File: src/rtl/maj_tt_pkg.sv
// Shared types and constants for the MAJ-3 network truth-table extractor.
package maj_tt_pkg;

   localparam int NIN = 7;

   localparam logic [3:0] SEL_CONST0 = 4'd0;
   localparam logic [3:0] SEL_X0     = 4'd1;
   localparam logic [3:0] SEL_W0     = 4'd8;

   typedef enum logic [1:0] {IDLE, EVAL, DONE} state_t;

   typedef struct packed {
      logic [2:0] inv;
      logic [3:0] sel_c;
      logic [3:0] sel_b;
      logic [3:0] sel_a;
   } gate_cfg_t;

   function automatic logic maj3(input logic a, input logic b, input logic c);
      return (a & b) | (a & c) | (b & c);
   endfunction

endpackage

File: src/rtl/maj3_node.sv
// One MAJ-3 evaluator: three operand muxes, optional edge complement, majority.
// MAJ_COMPL_EDGE_EN enables the per-operand inversion bits.
module maj3_node
   import maj_tt_pkg::*;
#(
   parameter int NGATES = 6
) (
   input  gate_cfg_t         cfg,
   input  logic [NIN-1:0]    x,
   input  logic [NGATES-1:0] w,
   output logic              value
);

   // Unmatched selects (const0 and codes past the last gate) read 0.
   function automatic logic pick(input logic [3:0] sel, input logic [NIN-1:0] xv,
                                 input logic [NGATES-1:0] wv);
      logic r;
      r = 1'b0;
      for (int i = 0; i < NIN; i++)
         if (int'(sel) == int'(SEL_X0) + i) r = xv[i];
      for (int j = 0; j < NGATES; j++)
         if (int'(sel) == int'(SEL_W0) + j) r = wv[j];
      return r;
   endfunction

   logic [2:0] ops;

   always_comb begin
      ops[0] = pick(cfg.sel_a, x, w);
      ops[1] = pick(cfg.sel_b, x, w);
      ops[2] = pick(cfg.sel_c, x, w);
`ifdef MAJ_COMPL_EDGE_EN
      ops    = ops ^ cfg.inv;
`endif
      value  = maj3(ops[0], ops[1], ops[2]);
   end

`ifndef MAJ_COMPL_EDGE_EN
   logic unused_inv;
   assign unused_inv = ^cfg.inv;
`endif

endmodule

File: src/rtl/maj_tt_extractor.sv
// Sweeps a programmed MAJ-3 network over all 128 minterms, one gate per cycle.
// MAJ_COMPL_EDGE_EN enables complemented operand edges.
module maj_tt_extractor
   import maj_tt_pkg::*;
#(
   parameter int NGATES = 6
) (
   input  logic         clk,
   input  logic         rst_n,
   input  logic         cfg_we,
   input  logic [3:0]   cfg_addr,
   input  logic [14:0]  cfg_data,
   input  logic [3:0]   out_sel,
   input  logic         start,
   output logic         busy,
   output logic         tt_valid,
   input  logic         tt_ready,
   output logic [127:0] tt_data
);

   gate_cfg_t         gates_q [NGATES];
   state_t            state_q;
   logic              busy_q, valid_q;
   logic [127:0]      tt_q;
   logic [NIN-1:0]    m_q;
   logic [3:0]        g_q, osel_q;
   logic [NGATES-1:0] w_q;

   gate_cfg_t         cur_cfg;
   logic [NGATES-1:0] w_vis, w_next;
   logic              gate_val, out_bit, last_gate, last_min;

   // Gates at or after the current index are hidden so forward references read 0.
   always_comb begin
      cur_cfg = '0;
      for (int k = 0; k < NGATES; k++)
         if (int'(g_q) == k) cur_cfg = gates_q[k];
      for (int j = 0; j < NGATES; j++)
         w_vis[j] = w_q[j] & (j < int'(g_q));
   end

   maj3_node #(.NGATES(NGATES)) u_node (
      .cfg   (cur_cfg),
      .x     (m_q),
      .w     (w_vis),
      .value (gate_val)
   );

   // The output bit must include the result computed in this same cycle.
   always_comb begin
      w_next = w_q;
      for (int k = 0; k < NGATES; k++)
         if (int'(g_q) == k) w_next[k] = gate_val;
      out_bit = 1'b0;
      for (int k = 0; k < NGATES; k++)
         if (int'(osel_q) == k) out_bit = w_next[k];
      last_gate = (int'(g_q) == NGATES - 1);
      last_min  = (m_q == '1);
   end

   // NOTE: the gate array is small and must read as const0 right after reset,
   // so it lives in resettable flops rather than an unreset RAM.
   always_ff @(posedge clk or negedge rst_n) begin
      if (!rst_n) begin
         for (int k = 0; k < NGATES; k++) gates_q[k] <= '0;
      end else if (cfg_we && state_q == IDLE) begin
         for (int k = 0; k < NGATES; k++) begin
            if (int'(cfg_addr) == k) begin
`ifdef MAJ_COMPL_EDGE_EN
               gates_q[k] <= gate_cfg_t'(cfg_data);
`else
               gates_q[k]     <= gate_cfg_t'({3'b000, cfg_data[11:0]});
`endif
            end
         end
      end
   end

`ifndef MAJ_COMPL_EDGE_EN
   logic unused_inv;
   assign unused_inv = ^cfg_data[14:12];
`endif

   // NOTE: all state is updated with non-blocking assignments so every branch
   // sees the pre-edge values of m_q/g_q/w_q.
   always_ff @(posedge clk or negedge rst_n) begin
      if (!rst_n) begin
         state_q <= IDLE;
         busy_q  <= 1'b0;
         valid_q <= 1'b0;
         tt_q    <= '0;
         m_q     <= '0;
         g_q     <= '0;
         osel_q  <= '0;
         w_q     <= '0;
      end else begin
         case (state_q)
            IDLE: begin
               if (start) begin
                  state_q <= EVAL;
                  busy_q  <= 1'b1;
                  osel_q  <= out_sel;
                  w_q     <= '0;
                  m_q     <= '0;
                  g_q     <= '0;
               end
            end
            EVAL: begin
               w_q <= w_next;
               if (last_gate) begin
                  tt_q[m_q] <= out_bit;
                  g_q       <= '0;
                  if (last_min) state_q <= DONE;
                  else          m_q     <= m_q + 7'd1;
               end else begin
                  g_q <= g_q + 4'd1;
               end
            end
            DONE: begin
               if (valid_q && tt_ready) begin
                  state_q <= IDLE;
                  busy_q  <= 1'b0;
                  valid_q <= 1'b0;
               end else begin
                  valid_q <= 1'b1;
               end
            end
            default: state_q <= IDLE;
         endcase
      end
   end

   assign busy     = busy_q;
   assign tt_valid = valid_q;
   assign tt_data  = tt_q;

endmodule
File: config.mk
export PLATFORM = sky130hd
export DESIGN_NAME = maj_tt_extractor
export DESIGN_NICKNAME = d
export VERILOG_FILES = /design/src/rtl/maj_tt_pkg.sv /design/src/rtl/maj3_node.sv /design/src/rtl/maj_tt_extractor.sv
export SDC_FILE = /design/constraint.sdc
export NUM_CORES = 1
export LEC_CHECK = 0
export CAP_MARGIN = 20
export CORE_ASPECT_RATIO = 1.2
export CORE_MARGIN = 1
export CORE_UTILIZATION = 25
export CTS_BUF_LIST = sky130_fd_sc_hd__clkbuf_4
export CTS_CLUSTER_SIZE = 28
export DETAILED_ROUTE_END_ITERATION = 16
export MAX_ROUTING_LAYER = met4
export SLEW_MARGIN = 5
export SYNTH_ARGS = -nofsm -noshare
export SYNTH_HDL_FRONTEND = slang
export SYNTH_SLANG_ARGS = --single-unit
File: constraint.sdc
create_clock -name clk -period 4.4 [get_ports clk]
set_input_delay 0.88 -clock clk [delete_from_list [all_inputs] [get_ports clk]]
set_output_delay 0.88 -clock clk [all_outputs]
set_load 0.005 [all_outputs]
==> results.cfg <==
[timing]
hold_viol_final = 0
finClkSkew_ns = 0.0485
slew_viol_final = 0
relSlewSlack_pct = 33.5
rsz0062_at_grt = no
worst_pin_slew_ns = 0.998
fmax_mhz = 259
period_share_pct = 87.9
setup-tns-final_ns = 0
setup_viol = 0
layout_min_cycle_time_ns = 3.87

[cells_and_area]
multiInputGateArea_um2 = 5160
layout_commonest_cell = nor2_1
syn2layout_area_growth_pct = 25.6
final_cells = 1877
final_nets = 1302
drive_gt1_share_pct = 23.3
final_cell_mix = nor2_1, dfrtp_1, clkdlybuf4s50_1
regArea_um2 = 5630
fill_cells = 4561

[outcome]
status = complete, no violations

[cts]
numCtsBuffers = 60
cts_num_sinks = 225
htreeDepth = 2
post_cts_resized = 0
cts_buffer_depth = 3
cts_setup_buffers = 0
cts_tree = yes
cts-root-buf = clkbuf_4
clkLatencyLatePin_ns = 0.71
path_clk_slew_ns = 0.07
postCtsHoldBufs = 0

[critical_path]
worstReg2RegEnd = tt_data[28]
reg2reg_from = g_q[0]
arrival_ns = 4.42
crit_required_ns = 4.95
cp-start-kind = flop
slowest_stage = dfrtp_1
rrSetupSlack_ns = 0.53
crit_path_cell_trace = buf_4 > or2_1 > a2bb2oi_1 > a31oi_1 > o21ai_0 > mux2i_1 > a31oi_1 > a32oi_2 > a211oi_1 > nor2_4 > buf_4 > a31oi_2
crit_type = flop to flop
cpPeakStageDelay_ns = 0.54
endpoint_kind = flop
r2r_cells = 12
crit_path_max_fanout = 30

[drt]
drc = 0
detail-route-antenna-nets = 0
detailroute.via_count = 9153
wl_um = 33200
drt-initial-drc-count = 595
viasPerCell = 4.88
drtPass1Iterations = 6
wl_per_cell_um = 17.7

[placed_design]
port_buffers = 154
place_inst = 1770
place.gp.congestion = 0.849
hpwl_um = 22700

[pwr]
power_mw = 6.54
power_frac_seq_pct = 37.7
p_leak_nw = 5.82
internal-power_mw = 4.08
clkPwrFrac_pct = 29.1
p_per_area_nw_per_um2 = 461
combPwrFrac_pct = 33.2
power.switching_mw = 2.46
irDropWorstVdd_uv = 189
swShare_pct = 37.6

[logic_synthesis]
synth-edff-count = 0
async_flop_share_pct = 100
avgSynthCellArea_um2 = 10.3
synthCells = 1096
syn-num-nets = 1125
syn_area_um2 = 11300
synthFlopType = dfrtp_1
ys_ff_latch = 225
yosys_warnings = 0
ys_seq_area_share_pct = 49.9
synth.distinct_cells = 79

[floorplan]
core_area_um2 = 44100
die-area_um2 = 46000
rows = 84
die_w_um = 196
io_pins = 158
start_util_pct = 25.6
die_h_um = 235

[global_routing]
groute.usage.overall_pct = 14.8
antenna_found_initial = 2
grt_pass1_vias = 9305
grt_max_degree = 123
grt_overflow_total = 0
grt_pass1_wl_um = 52500

[flow_run]
maxCapViolCount = 0

[hold_path]
min_path_type = primary input to async pin
## layer usage
layer | routed length (µm) | vias up | global-route usage, %
met5 | 0 | - | -
met4 | 871 | 0 | 5.45
met3 | 1560 | 69 | 2.83
met2 | 16000 | 277 | 23.9
met1 | 14700 | 4486 | 18.2
li1 | - | 4321 | -
## registers in the layout (all words and copies together), names as in the netlist
| register | cells |
|---|---|
| state_q | 2 |
| osel_q | 4 |
| gates_q | 72 |
| m_q | 7 |
| g_q | 4 |
| tt_valid | 1 |
| busy | 1 |
| tt_data | 128 |
| w_q | 6 |
## how the worst max path moves through the flow
stage               cells after the start   start           to
floorplan                              14  g_q[1]  tt_data[10]
global route                           11  g_q[2]  tt_data[28]
CTS                                    12  g_q[0]  tt_data[28]
finish                                 12  g_q[0]  tt_data[28]
global placement                       11  g_q[2]   tt_data[9]
detailed placement                     12  g_q[0]  tt_data[35]
## cell usage after synthesis (all sizes together) (3+ instances only)
| master | count | share of area (%) |
|---|---|---|
| o31a | 3 | 0.23 |
| nor3 | 4 | 0.18 |
| o31ai | 4 | 0.27 |
| buf | 39 | 3.4 |
| a211o | 4 | 0.31 |
| a211oi | 3 | 0.20 |
| mux2i | 10 | 0.89 |
| nor2 | 280 | 9.3 |
| a21o | 4 | 0.27 |
| dfrtp | 225 | 50 |
| and2 | 3 | 0.19 |
| o211ai | 4 | 0.27 |
| inv | 5 | 0.17 |
| nor2b | 16 | 0.89 |
| nand3 | 23 | 1.0 |
| o41ai | 3 | 0.30 |
| o21a | 5 | 0.33 |
| o21ai | 42 | 2.0 |
| clkbuf | 34 | 1.1 |
| nand2b | 5 | 0.28 |
| or2 | 5 | 0.28 |
| a31o | 3 | 0.23 |
| a2bb2oi | 3 | 0.23 |
| o22ai | 3 | 0.17 |
| nor3b | 3 | 0.24 |
| a21oi | 28 | 1.4 |
| nand2 | 72 | 2.4 |
| mux2 | 75 | 7.5 |
| a31oi | 139 | 12 |
| o22a | 3 | 0.23 |
| or3 | 4 | 0.22 |
| nand3b | 4 | 0.27 |
## per-stage QoR
stage          hold slack, ns  instance area, µm²  setup WS [ns]  utilization [%]
6_report                0.255               14200          0.534             32.1
4_1_cts                 0.235               14200          0.586             32.1
3_3_place_gp            0.480               13400          0.670             30.4
5_1_grt                 0.251               14200          0.307             32.1
2_1_floorplan           0.461               11300           1.56                -
3_5_place_dp            0.485               13400          0.581             30.4
## power by group through the flow
stage | registers, mW | logic (mW) | clock network (mW)
floorplan | 2.37 | 1.67 | 0
global placement | 2.49 | 2.12 | 0
detailed placement | 2.50 | 2.16 | 0
CTS | 2.46 | 2.17 | 1.98
global route | 2.50 | 2.36 | 2.08
finish | 2.47 | 2.17 | 1.90
## critical path: cells and delay by family (launching register included)
kind	cells	cell delay (ns)
simple gates	2	0.60
mux	1	0.24
compound gates	7	1.58
buf+inv	2	0.71
flops	1	0.54
## area by class of cell
cell class	instances	share of cell area, %
sequential	225	39.7
multi-input combinational	792	36.3
timing repair buffer	188	13.3
tap	559	4.93
clock buffer	87	4.60
clock inverter	18	0.909
inverter	6	0.159
antenna	2	0.0353
## logic make-up (layout without fill, tap and decap cells)
| kind of cell | count (synthesis) | in the layout | share of synthesized area, % |
|---|---|---|---|
| simple gates | 432 | 432 | 16.5 |
| compound gates | 269 | 269 | 19.8 |
| flops | 225 | 225 | 49.9 |
| mux | 87 | 87 | 8.80 |
| buf+inv | 79 | 299 | 4.72 |
| fa+ha+maj | 2 | 2 | 0.199 |
| xor+xnor | 2 | 2 | 0.155 |
| other cells | 0 | 2 | 0 |
Note: power is estimated with default switching activity, not from simulation.
